`src/rtl/led_seq_pkg.sv`:
```
// Shared types and default constants for the LED sequencer.
// The loop-playback option is selected by the LED_SEQ_LOOP_EN macro.
package led_seq_pkg;

  // Default clock cycles per tick (1 ms at 100 MHz).
  localparam int DEF_TICK_DIV  = 100_000;
  // Default number of table entries.
  localparam int DEF_NUM_STEPS = 8;
  // Default width of a step duration, in ticks.
  localparam int DEF_DUR_W     = 16;

  // Controller states.
  typedef enum logic [1:0] {
    ST_IDLE,
    ST_LOAD,
    ST_RUN,
    ST_FINISH
  } state_e;

  // One table entry at the default duration width.
  // The controller declares the same shape at its configured width.
  typedef struct packed {
    logic                 level;
    logic [DEF_DUR_W-1:0] dur;
  } step_t;

endpackage

```
`src/rtl/led_seq_ctrl_tick_prescaler.sv`:
```
// Clearable clock divider: counts 0..TICK_DIV-1 while enabled and emits a
// one-cycle tick on the cycle where the count wraps.
module tick_prescaler
  import led_seq_pkg::*;
#(
  parameter int TICK_DIV = DEF_TICK_DIV
) (
  input  logic clk,
  input  logic rst_n,
  input  logic i_clr,
  input  logic i_en,
  output logic o_tick
);

  localparam int               CNT_W    = (TICK_DIV > 1) ? $clog2(TICK_DIV) : 1;
  localparam logic [CNT_W-1:0] CNT_LAST = CNT_W'(TICK_DIV - 1);

  logic [CNT_W-1:0] r_cnt;
  logic             w_wrap;

  // The wrap is decoded from the count, never left to counter overflow.
  assign w_wrap = (r_cnt == CNT_LAST);
  assign o_tick = i_en && w_wrap;

  // Divider counter: clear has priority, otherwise count while enabled.
  // NOTE: sequential state uses non-blocking assignments so every register
  // samples the pre-edge values, independent of statement order.
  always_ff @(posedge clk or negedge rst_n) begin
    if (!rst_n) begin
      r_cnt <= '0;
    end else if (i_clr) begin
      r_cnt <= '0;
    end else if (i_en) begin
      r_cnt <= w_wrap ? '0 : r_cnt + 1'b1;
    end
  end

endmodule

```
`src/rtl/led_seq_ctrl.sv`:
```
// LED sequencer: plays a table of (level, duration) steps on a shared tick.
// Define LED_SEQ_LOOP_EN to add the loop port and continuous playback.
module led_seq_ctrl
  import led_seq_pkg::*;
#(
  parameter int TICK_DIV  = DEF_TICK_DIV,
  parameter int NUM_STEPS = DEF_NUM_STEPS,
  parameter int DUR_W     = DEF_DUR_W
) (
  input  logic                         clk,
  input  logic                         reset,
  input  logic                         start,
  input  logic                         stop,
  input  logic                         cfg_we,
  input  logic [$clog2(NUM_STEPS)-1:0] cfg_addr,
  input  logic                         cfg_level,
  input  logic [DUR_W-1:0]             cfg_dur,
`ifdef LED_SEQ_LOOP_EN
  input  logic                         loop,
`endif
  output logic                         led,
  output logic                         busy,
  output logic                         done,
  output logic [$clog2(NUM_STEPS)-1:0] step_idx
);

  localparam int               IDX_W    = $clog2(NUM_STEPS);
  localparam logic [IDX_W-1:0] IDX_LAST = IDX_W'(NUM_STEPS - 1);

  typedef struct packed {
    logic             level;
    logic [DUR_W-1:0] dur;
  } entry_t;

  entry_t           r_tbl [NUM_STEPS];
  state_e           r_state;
  logic [IDX_W-1:0] r_idx;
  logic [DUR_W-1:0] r_rem;
  logic             r_led;
  logic             r_busy;
  logic             r_done;
  logic             r_restart;

  entry_t           w_entry;
  logic             w_tick;
  logic             w_loop_req;
  logic             w_to_finish;

`ifdef LED_SEQ_LOOP_EN
  assign w_loop_req = loop;
`else
  assign w_loop_req = 1'b0;
`endif

  assign w_entry = r_tbl[r_idx];

  // A sequence ends on a zero-duration entry or on the final wrap of the
  // last table slot.
  assign w_to_finish = ((r_state == ST_LOAD) && (w_entry.dur == '0)) ||
                       ((r_state == ST_RUN) && w_tick &&
                        (r_rem == DUR_W'(1)) && (r_idx == IDX_LAST));

  // The prescaler is held at zero through every LOAD cycle so each step's
  // RUN phase starts on a fresh tick boundary.
  tick_prescaler #(
    .TICK_DIV (TICK_DIV)
  ) u_prescaler (
    .clk    (clk),
    .rst_n  (reset),
    .i_clr  (r_state == ST_LOAD),
    .i_en   (r_state == ST_RUN),
    .o_tick (w_tick)
  );

  // Step table: writable only while idle, cleared by reset.
  // NOTE: the table is small enough to live in flops, so it takes the
  // asynchronous reset; a RAM-mapped table could not be cleared this way.
  always_ff @(posedge clk or negedge reset) begin
    if (!reset) begin
      for (int i = 0; i < NUM_STEPS; i++) begin
        r_tbl[i] <= '0;
      end
    end else if (cfg_we && (r_state == ST_IDLE)) begin
      r_tbl[cfg_addr] <= '{level: cfg_level, dur: cfg_dur};
    end
  end

  // Playback FSM with registered led/busy/done/step index.
  always_ff @(posedge clk or negedge reset) begin
    if (!reset) begin
      r_state   <= ST_IDLE;
      r_idx     <= '0;
      r_rem     <= '0;
      r_led     <= 1'b0;
      r_busy    <= 1'b0;
      r_done    <= 1'b0;
      r_restart <= 1'b0;
    end else if (stop) begin
      // Abort from any state; wins over a simultaneous start.
      r_state   <= ST_IDLE;
      r_led     <= 1'b0;
      r_busy    <= 1'b0;
      r_done    <= 1'b0;
      r_restart <= 1'b0;
    end else begin
      r_done <= 1'b0;
      if (w_to_finish) begin
        // The restart decision is taken here so a looping FINISH keeps the
        // LED level and suppresses done.
        r_state   <= ST_FINISH;
        r_busy    <= 1'b0;
        r_rem     <= '0;
        r_restart <= w_loop_req;
        if (!w_loop_req) begin
          r_done <= 1'b1;
          r_led  <= 1'b0;
        end
      end else begin
        unique case (r_state)
          ST_IDLE: begin
            if (start) begin
              r_state <= ST_LOAD;
              r_idx   <= '0;
              r_busy  <= 1'b1;
            end
          end
          ST_LOAD: begin
            r_led   <= w_entry.level;
            r_rem   <= w_entry.dur;
            r_state <= ST_RUN;
          end
          ST_RUN: begin
            if (w_tick && (r_rem != '0)) begin
              r_rem <= r_rem - 1'b1;
              if (r_rem == DUR_W'(1)) begin
                r_idx   <= r_idx + 1'b1;
                r_state <= ST_LOAD;
              end
            end
          end
          ST_FINISH: begin
            r_restart <= 1'b0;
            if (r_restart) begin
              r_idx   <= '0;
              r_busy  <= 1'b1;
              r_state <= ST_LOAD;
            end else begin
              r_state <= ST_IDLE;
            end
          end
        endcase
      end
    end
  end

  assign led      = r_led;
  assign busy     = r_busy;
  assign done     = r_done;
  assign step_idx = r_idx;

endmodule

```
`config.mk`:
```
export PLATFORM = sky130hd
export DESIGN_NAME = led_seq_ctrl
export DESIGN_NICKNAME = d
export VERILOG_FILES = /design/src/rtl/led_seq_pkg.sv /design/src/rtl/led_seq_ctrl_tick_prescaler.sv /design/src/rtl/led_seq_ctrl.sv
export SDC_FILE = /design/constraint.sdc
export NUM_CORES = 1
export LEC_CHECK = 0
export ABC_CLOCK_PERIOD_IN_PS = 2810
export BUFFER_PORTS_ARGS = -buffer_cell sky130_fd_sc_hd__clkbuf_2
export CORE_ASPECT_RATIO = 0.7
export CORE_MARGIN = 2
export CORE_UTILIZATION = 45
export DETAILED_ROUTE_END_ITERATION = 7
export GPL_TIMING_DRIVEN = 1
export PLACE_DENSITY = 0.7
export SYNTH_ARGS = -nofsm -noshare
export SYNTH_HDL_FRONTEND = slang
export SYNTH_SLANG_ARGS = --single-unit
```
`constraint.sdc`:
```
create_clock -name clk -period 2.81 [get_ports clk]
set_clock_uncertainty 0.15 [all_clocks]
set_input_delay 0.1405 -clock clk [delete_from_list [all_inputs] [get_ports clk]]
set_output_delay 0.1405 -clock clk [all_outputs]
set_load 0.02 [all_outputs]
```
==> results.toml, run 1 <==
[sta]
post-route-min-period_ns = 2.735
rsz0062_at_grt = "true"
slew_viol_final = 0
timing.final.ws_setup_ns = 0.07545
finalCritPeriodShare_pct = 97.31
worstMarginPinSlew_ns = 0.5563
fin_tns_setup_ns = 0
fmax_ghz = 0.3657
whs_ns = 0.08465
hold_viol = 0
finalSetupViolCount = 0
slew_headroom_pct = 62.91

[cts]
htreeDepth = 4
cts_tree = "yes"
cts_buffers = 17
cts.path.max_buffers = 2
root_buffer = "clkbuf_16"
clock_latency_ns = 0.43
clk_pin_slew_ns = 0.07
clock_sinks = 177

[setup_path]
startpoint_type = "flip-flop"
critPathArrivalTime_ns = 2.90
timing.rr.end = "step_idx[0]$_DFFE_PN0P_"
r2r_cells = 7
r2r-start = "u_prescaler.r_cnt[6]$_DFFE_PN0P_"
crit_type = "reg -> reg"
cp-end-kind = "flip-flop"
critPathMaxFanout = 6
required_ns = 2.97
ff2ff_setup_slack_ns = 0.08

[finish]
fill_cells = 1487
area_growth_pct = 19.52
final_cell_mix = "176 x dfrtp_1, 140 x mux2_2, 42 x buf_4, 38 x nor2_1, 32 x mux4_2"
final_util_pct = 54.52
diodes = 0
layout_commonest_cell = "dfrtp_1"
layout-drive-gt1-share_pct = 40.69
fin_nets = 779

[grt]
antenna_found_initial = 0
overflow = 0
grt.total_usage_pct = 21.01
grt_pass1_wl_um = 32510
first_global_vias = 5938
grt_max_degree = 72

[logic_synthesis]
syn-cell-area_um2 = 8557
synth_top_flop_cell = "dfrtp_1"
yosys_warnings = 0
syn-instance-count = 658
synthArstFlopShare_pct = 100.0
yosysUniqueCellTypes = 48
synth.net_count = 693
syn_avg_cell_area_um2 = 13.00
ys_seq_area_share_pct = 51.76
synth_edf_count = 0
ys_ff_latch = 177

[floorplan]
num_rows = 42
dieArea_um2 = 20150
die_h_um = 119.4
ioPinCount = 31
core_area_um2 = 18760
initial_core_util_pct = 45.61
fp.dieW_um = 168.8

[route]
post-route-drc-count = 0
routed_wl_um = 20090
route.vias.total = 5871
ant_nets = 0
dr.pass1.iters = 5
post_drt_wl_per_cell_um = 20.11
drt_iter0_drc = 419
viasPerCell = 5.877

[pwr]
ir_drop_mv = 0.4982
power_leakage_uw = 0.004340
finalPower_uw = 10480
power_density_nw_per_um2 = 1025

[place]
dp_hpwl_um = 13450
pre_cts_ws_ns = 0.01156
gp_congestion = 0.8452
io_buffers = 30

[job]
drv_cap = 0

[status]
run_status = "complete, no violations"

[hold_path]
min_path_type = "in -> async"
-- critical path, cell delays in order (launching register included) --
cell	delay [ns]
dfrtp_1	0.43
or4b_4	0.57
nor4_4	0.30
nand4_1	0.17
a21o_1	0.27
nor4b_2	0.26
nand3_1	0.18
mux2_2	0.29
-- cell families (layout without fill, tap and decap cells) --
family          Yosys count  after routing  synth area share [%]
simple gates            138            138                 8.451
flops                   177            177                 51.76
fa+ha+maj                10             10                 1.462
buf+inv                  45            144                 2.310
xor+xnor                  6              6                0.6142
mux                     192            192                 29.19
compound gates           90             90                 6.214
-- routing by layer --
layer | up-vias | share of wire, % | GRT usage [%]
li1 | 2621 | - | -
met1 | 3105 | 48 | 30.09
met2 | 131 | 48 | 33.27
met3 | 14 | 3.8 | 3.888
met4 | 0 | 0.79 | 5.388
met5 | - | 0 | 0
-- stage by stage --
stage               area, um^2  cells
finish                   10230    999
global route             10230    999
CTS                      10090    990
detailed placement        9270    939
global placement          9270    939
floorplan                 8558    658
-- area by class of cell --
cell class / instances / area [um^2] / share of cell area (%)
Sequential cell: 177 / 4431 / 43.32
Multi-Input combinational cell: 436 / 4006 / 39.17
Timing Repair Buffer: 100 / 815.8 / 7.977
Clock buffer: 19 / 452.9 / 4.429
Tap cell: 242 / 302.8 / 2.961
Clock inverter: 13 / 173.9 / 1.701
Inverter: 12 / 45.04 / 0.4404
-- how the worst max path moves through the flow --
stage / startpoint / to / slack, ns / cells past startpoint
3_5_place_dp: step_idx[1]$_DFFE_PN0P_ / r_rem[5]$_DFFE_PN0P_ / 0.01 / 8
2_1_floorplan: step_idx[2]$_DFFE_PN0P_ / step_idx[0]$_DFFE_PN0P_ / 0.04 / 9
3_3_place_gp: step_idx[1]$_DFFE_PN0P_ / step_idx[0]$_DFFE_PN0P_ / 0.05 / 8
4_1_cts: step_idx[1]$_DFFE_PN0P_ / r_rem[5]$_DFFE_PN0P_ / -0.002 / 8
6_report: u_prescaler.r_cnt[6]$_DFFE_PN0P_ / step_idx[0]$_DFFE_PN0P_ / 0.08 / 7
5_1_grt: u_prescaler.r_cnt[6]$_DFFE_PN0P_ / step_idx[0]$_DFFE_PN0P_ / -0.05 / 7
-- state kept, by name, summed over array words and instances (netlist names) --
register           count
busy                   1
done                   1
led                    1
r_rem                 16
r_state                2
r_tbl                136
step_idx               3
u_prescaler.r_cnt     17
-- timing repair --
action,in CTS,in global routing
pin swaps,0,4
resized for setup,0,15
buffers inserted,0,9
endpoints found under the setup margin,1,19
hold endpoints to repair,195,0
hold buffers,19,0
-- cell usage after synthesis, drive strengths merged (2+ instances only) --
cell,number,area (um^2)
dfrtp,177,4429
mux2,140,1577
nor2,45,176.4
mux4,32,720.7
o21ai,25,125.1
a21oi,23,115.1
nand2,21,81.33
mux2i,20,200.2
clkbuf,19,71.32
o22ai,17,106.4
buf,14,81.33
nand3,13,65.06
a31oi,12,75.07
inv,12,45.04
nor3,12,60.06
ha,10,125.1
nand4,9,56.30
nor2b,7,43.79
nor4,6,50.04
o2bb2ai,5,43.79
and3,4,25.02
nand2b,4,25.02
or3,4,25.02
a22o,3,26.28
xnor2,3,26.28
xor2,3,26.28
and2,2,12.51
and3b,2,17.52
nand3b,2,18.77
or4b,2,20.02
-- report_power, final --
group          leakage [uW]  internal [uW]  switching (uW)
clock              0.000303           1470            1030
sequential          0.00218           3690             666
combinational       0.00186           1990            1640
No activity file was read; power rests on OpenSTA's default activity.
==> run 2: changes to the inputs <==
--- a/config.mk
+++ b/config.mk
@@ -6,10 +6,11 @@
 export NUM_CORES = 1
 export LEC_CHECK = 0
 export ABC_CLOCK_PERIOD_IN_PS = 2810
-export BUFFER_PORTS_ARGS = -buffer_cell sky130_fd_sc_hd__clkbuf_2
+export BUFFER_PORTS_ARGS = -buffer_cell sky130_fd_sc_hd__buf_4
 export CORE_ASPECT_RATIO = 0.7
 export CORE_MARGIN = 2
 export CORE_UTILIZATION = 45
+export CTS_CLUSTER_DIAMETER = 150
 export DETAILED_ROUTE_END_ITERATION = 7
 export GPL_TIMING_DRIVEN = 1
 export PLACE_DENSITY = 0.7
==> run 2 against run 1 <==
Combinational power barely moved. Clock power fell by 3%. Final cell count fell by 0.30%. Register-to-register slack barely moved. Non-clock buffer count fell by 3. Global-route usage rose by 0.59 points. Critical path type unchanged. Critical endpoint unchanged. Largest power group unchanged.
==> results.toml, run 2 (synthesized netlist as in run 1, its figures left out) <==
[cts]
cts.path.max_buffers = 2
clock_latency_ns = 0.43
htreeDepth = 4
root_buffer = "clkbuf_16"
clk_pin_slew_ns = 0.07
cts_buffers = 17
clock_sinks = 177
cts_tree = "yes"

[sta]
worstMarginPinSlew_ns = 0.5466
finalSetupViolCount = 0
hold_viol = 0
slew_viol_final = 0
fmax_ghz = 0.3639
post-route-min-period_ns = 2.748
slew_headroom_pct = 63.56
timing.final.ws_setup_ns = 0.06194
finalCritPeriodShare_pct = 97.80

[route]
post_drt_wl_per_cell_um = 20.34
routed_wl_um = 20260
post-route-drc-count = 0
drt_iter0_drc = 433
route.vias.total = 5815
dr.pass1.iters = 5
viasPerCell = 5.838
ant_nets = 0

[setup_path]
critPathMaxFanout = 9
required_ns = 2.97
ff2ff_setup_slack_ns = 0.06
cp-end-kind = "flip-flop"
startpoint_type = "flip-flop"
crit_type = "reg -> reg"
critPathArrivalTime_ns = 2.91

[job]
drv_cap = 0

[grt]
grt_max_degree = 77
overflow = 0
first_global_vias = 6142
grt_pass1_wl_um = 33440
antenna_found_initial = 0
grt.total_usage_pct = 21.60

[hold_path]
min_path_type = "in -> reg"

[floorplan]
ioPinCount = 31
dieArea_um2 = 20150
core_area_um2 = 18760
initial_core_util_pct = 45.61
fp.dieW_um = 168.8
num_rows = 42
die_h_um = 119.4

[place]
dp_hpwl_um = 13600
gp_congestion = 0.8218
pre_cts_ws_ns = -0.01565
io_buffers = 30

[finish]
largest_reg_flops = 136
layout-drive-gt1-share_pct = 39.66
diodes = 0
top_regs = "r_tbl x136, u_prescaler.r_cnt x17, r_rem x16"
area_growth_pct = 19.56
fin_nets = 776
layout_commonest_cell = "dfrtp_1"
top_register = "r_tbl"
final_cell_mix = "176 x dfrtp_1, 140 x mux2_2, 69 x buf_4, 38 x nor2_1, 32 x mux4_2"

[status]
run_status = "complete, no violations"

[pwr]
ir_drop_mv = 0.5418
power_leakage_uw = 0.004327
power_density_nw_per_um2 = 1015
finalPower_uw = 10390
==> run 2: changes by cell type in the layout (fill, tap and decap cells not counted), moves of 2 or more <==
| cell | change |
|---|---|
| clkbuf_8 | -2 |
| mux2i_1 | +5 |
| clkbuf_2 | -29 |
| mux2i_2 | -5 |
| inv_8 | +3 |
| buf_4 | +27 |
| clkinv_4 | -2 |
==> run 2: final cells by class <==
| class | instances | area [um^2] |
|---|---|---|
| clock buffer | 17 | 425.4 |
| clock inverter | 15 | 172.7 |
| fill | 1501 | 8529 |
| inverter | 12 | 45.04 |
| multi-input combinational | 436 | 3993 |
| sequential | 177 | 4431 |
| tap | 242 | 302.8 |
| timing repair buffer | 97 | 862.1 |
==> run 2: through the flow <==
step / area (um^2) / hold WS [ns] / utilization, % / instances / setup TNS [ns]
floorplan: 8558 / -0.3051 / - / 658 / 0
global placement: 9365 / -0.02384 / 49.92 / 942 / 0
detailed placement: 9365 / -0.01172 / 49.92 / 942 / -0.01565
CTS: 10170 / 0.04570 / 54.22 / 993 / 0
global route: 10230 / 0.1199 / 54.54 / 996 / -0.03910
finish: 10230 / 0.05752 / 54.54 / 996 / 0
==> run 2: per-layer routing <==
metal / GRT usage (%) / vias up / part of all wire (%)
met1: 30.39 / 3042 / 47
met3: 4.619 / 19 / 3.9
li1: - / 2626 / -
met5: 0 / - / 0
met4: 5.765 / 0 / 1.2
met2: 34.27 / 128 / 48
==> run 2: repair_timing <==
| item | in CTS | in global routing |
|---|---|---|
| hold buffers | 19 | 0 |
| gates resized for setup | 2 | 7 |
| setup endpoints to repair | 3 | 3 |
| endpoints found under the hold margin | 193 | 0 |
| pin swaps | 0 | 1 |
| buffers inserted | 0 | 3 |
==> run 2: where the power goes <==
| group | switching, uW | total [uW] | internal, uW |
|---|---|---|---|
| sequential | 677 | 4370 | 3690 |
| clock | 1080 | 2420 | 1340 |
| combinational | 1620 | 3600 | 1980 |
| total | 3370 | 10400 | 7010 |
==> run 2: worst paths after layout <==
check,startpoint,endpoint,cells after the start
max in group asynchronous,reset,r_tbl[118]$_DFFE_PN0P_,3
min in group asynchronous,reset,r_tbl[57]$_DFFE_PN0P_,2
hold / removal,start,busy$_DFFE_PN0P_,5
setup / recovery,step_idx[1]$_DFFE_PN0P_,step_idx[0]$_DFFE_PN0P_,8
hold reg to reg,u_prescaler.r_cnt[16]$_DFFE_PN0P_,u_prescaler.r_cnt[16]$_DFFE_PN0P_,1
setup reg to reg,step_idx[1]$_DFFE_PN0P_,step_idx[0]$_DFFE_PN0P_,8
==> run 2: critical path, cell delays in order, from the launching register on <==
cell     delay (ns)
dfrtp_2        0.43
buf_6          0.18
mux4_2         0.51
mux2i_1        0.26
nand4_1        0.20
nor4_4         0.21
nand2_2        0.16
and3b_1        0.25
mux2_2         0.27
==> run 3: changes to the inputs <==
--- a/config.mk
+++ b/config.mk
@@ -5,6 +5,7 @@
 export SDC_FILE = /design/constraint.sdc
 export NUM_CORES = 1
 export LEC_CHECK = 0
+export ABC_AREA = 1
 export ABC_CLOCK_PERIOD_IN_PS = 2810
 export BUFFER_PORTS_ARGS = -buffer_cell sky130_fd_sc_hd__buf_4
 export CORE_ASPECT_RATIO = 0.7
==> run 3 against run 2 <==
Flip-flop and latch count is the same. Critical path depth up 1. Cell area up 5.1%. Die area grew 8.9%. First-iteration DRC count is 79% higher. Power up 3.8%. Clock power grew 8.3%. Maximum frequency grew 6.6%. Non-clock buffer count decreased by 17. Setup slack gained 0.17 ns. Global-route usage rose by 2.0 points.
==> results.toml, run 3 <==
[route]
ant_nets = 0
dr.pass1.iters = 6
route.vias.total = 8226
viasPerCell = 5.093
routed_wl_um = 24260
post-route-drc-count = 0
post_drt_wl_per_cell_um = 15.02
drt_iter0_drc = 775

[logic_synthesis]
ys_ff_latch = 177
synth_edf_count = 0
yosys.area.top_type = "dfrtp_1"
syn-cell-area_um2 = 9344
yosysUniqueCellTypes = 39
syn_avg_cell_area_um2 = 7.260
ys_seq_area_share_pct = 47.40
synth_top_flop_cell = "dfrtp_1"
syn-instance-count = 1287
synthTopCellsByArea = "dfrtp_1 47%, nand2_1 18%, o21ai_0 8.6%"
synth_top_area_share_pct = 47.40
synth_most_common_cell = "nand2_1"
synthArstFlopShare_pct = 100.0
synthTopCellsByCount = "451 x nand2_1, 177 x dfrtp_1, 160 x o21ai_0"
synth.net_count = 1322
yosys_warnings = 0

[status]
run_status = "complete, no violations"

[finish]
layout_commonest_cell = "nand2_1"
area_growth_pct = 15.05
final_util_pct = 52.35
top_register = "r_tbl"
fill_cells = 2007
layout-drive-gt1-share_pct = 7.842
diodes = 0
top_regs = "r_tbl x136, u_prescaler.r_cnt x17, r_rem x16"
fin_nets = 1361
final_cell_mix = "451 x nand2_1, 176 x dfrtp_1, 160 x o21ai_0, 151 x inv_1, 90 x nand3_1"
largest_reg_flops = 136

[floorplan]
dieArea_um2 = 21950
fp.dieW_um = 176.2
core_area_um2 = 20530
initial_core_util_pct = 45.50
die_h_um = 124.6
ioPinCount = 31
num_rows = 44

[sta]
worstMarginPinSlew_ns = 0.6909
slew_headroom_pct = 53.66
fmax_ghz = 0.3879
slew_viol_final = 0
finalSetupViolCount = 0
hold_viol = 0
whs_ns = 0.01029
finalCritPeriodShare_pct = 91.74
rsz0062_at_grt = "false"
timing.final.ws_setup_ns = 0.2320
post-route-min-period_ns = 2.578
fin_tns_setup_ns = 0

[setup_path]
r2r_cells = 9
critPathMaxFanout = 4
cp-end-kind = "flip-flop"
crit_type = "reg -> reg"
timing.rr.end = "r_tbl[33]$_DFFE_PN0P_"
critPathArrivalTime_ns = 2.76
startpoint_type = "flip-flop"
required_ns = 2.99
ff2ff_setup_slack_ns = 0.23
r2r-start = "r_state[1]$_DFFE_PN0P_"

[hold_path]
hold_path_end = "busy$_DFFE_PN0P_"
min_path_type = "in -> reg"
hp-start = "start"
whs_path_depth = 5

[grt]
grt.total_usage_pct = 23.60
antenna_found_initial = 0
grt_max_degree = 63
grt_pass1_wl_um = 41290
overflow = 0
first_global_vias = 7880

[place]
pre_cts_ws_ns = 0.2758
gp_congestion = 0.9091
dp_hpwl_um = 15150
io_buffers = 30

[pwr]
pwr-share-comb_pct = 37.1
power_leakage_uw = 0.005480
p_sw_share_pct = 39.17
seqPwrFrac_pct = 38.6
intPower_uw = 6559
switching_power_uw = 4224
ir_drop_mv = 0.5237
power_density_nw_per_um2 = 1003
pwr-share-clk_pct = 24.3

[cts]
cts_tree = "yes"
cts_buffers = 17
clk_pin_slew_ns = 0.08
cts_setup_buffers = 0
clock_sinks = 177
htreeDepth = 4
root_buffer = "clkbuf_16"
cts.path.max_buffers = 2
clock_latency_ns = 0.45

[job]
drv_cap = 0
==> run 3: cell count changes after synthesis, sizes merged, moves of 20 or more <==
cell,delta
inv,+142
mux2,-140
mux2i,-20
mux4,-32
nand2,+431
nand3,+80
nor2,+43
o21ai,+138
==> run 3: repair_timing <==
item | 4_1_cts | 5_1_grt
gates resized for setup | 0 | 2
setup endpoints to repair | 0 | 2
hold buffers | 22 | 0
endpoints found under the hold margin | 200 | 0
==> run 3: worst max-delay path by stage <==
stage,start,to,slack [ns],cells after the start
6_report,r_state[1]$_DFFE_PN0P_,r_tbl[33]$_DFFE_PN0P_,0.23,9
5_1_grt,r_state[0]$_DFFE_PN0P_,u_prescaler.r_cnt[13]$_DFFE_PN0P_,0.03,11
4_1_cts,r_state[1]$_DFFE_PN0P_,r_tbl[33]$_DFFE_PN0P_,0.15,9
3_5_place_dp,r_state[0]$_DFFE_PN0P_,u_prescaler.r_cnt[13]$_DFFE_PN0P_,0.28,11
3_3_place_gp,r_state[0]$_DFFE_PN0P_,u_prescaler.r_cnt[13]$_DFFE_PN0P_,0.36,11
2_1_floorplan,step_idx[0]$_DFFE_PN0P_,r_rem[5]$_DFFE_PN0P_,0.58,15
==> run 3: routing by layer <==
metal | vias up | share of wire (%) | wire [um] | GRT usage [%]
li1 | 4143 | - | - | -
met1 | 3802 | 51 | 12290 | 35.76
met2 | 248 | 42 | 10140 | 34.12
met3 | 33 | 5.8 | 1400 | 4.426
met4 | 0 | 1.8 | 426 | 7.146
met5 | - | 0 | 0 | 0
==> run 3: kinds of logic after synthesis <==
logic type      Yosys count  share of synthesized area, %
compound gates          192                         10.63
fa+ha+maj                10                         1.339
buf+inv                 215                         9.387
flops                   177                         47.40
simple gates            685                         30.49
xor+xnor                  8                        0.7499
==> run 3: power groups by stage <==
stage / clock (uW) / sequential [uW] / combinational, uW
after CTS: 2660 / 4150 / 3990
after detailed placement: 0 / 4180 / 3930
final: 2620 / 4170 / 4000
after floorplan: 0 / 4070 / 2980
after global routing: 2770 / 4300 / 4680
after global placement: 0 / 4160 / 3830
==> run 3: stage by stage <==
step / instances / power [uW] / cell area [um^2]
2_1_floorplan: 1287 / 7049 / 9344
3_3_place_gp: 1561 / 7991 / 9884
3_5_place_dp: 1561 / 8106 / 9884
4_1_cts: 1615 / 10800 / 10740
5_1_grt: 1615 / 11750 / 10750
6_report: 1615 / 10780 / 10750
==> run 3: cell type report <==
cell class	count	area, um^2	share of cell area (%)
clock buffer	18	439.2	4.085
timing repair buffer	80	709.4	6.599
sequential	177	4431	41.21
multi-input combinational	895	4045	37.63
tap	276	345.3	3.212
clock inverter	14	198.9	1.851
inverter	155	581.8	5.412
==> run 3: critical path: stages, from the launching register on <==
cell and delay, ns:
dfrtp_1 0.41, inv_1 0.11, ha_1 0.20, nand2_1 0.10, nor2_2 0.17, nand2_1 0.08
dlygate4sd3_1 0.57, nand2_1 0.06, o21ai_0 0.06, dlygate4sd3_1 0.55
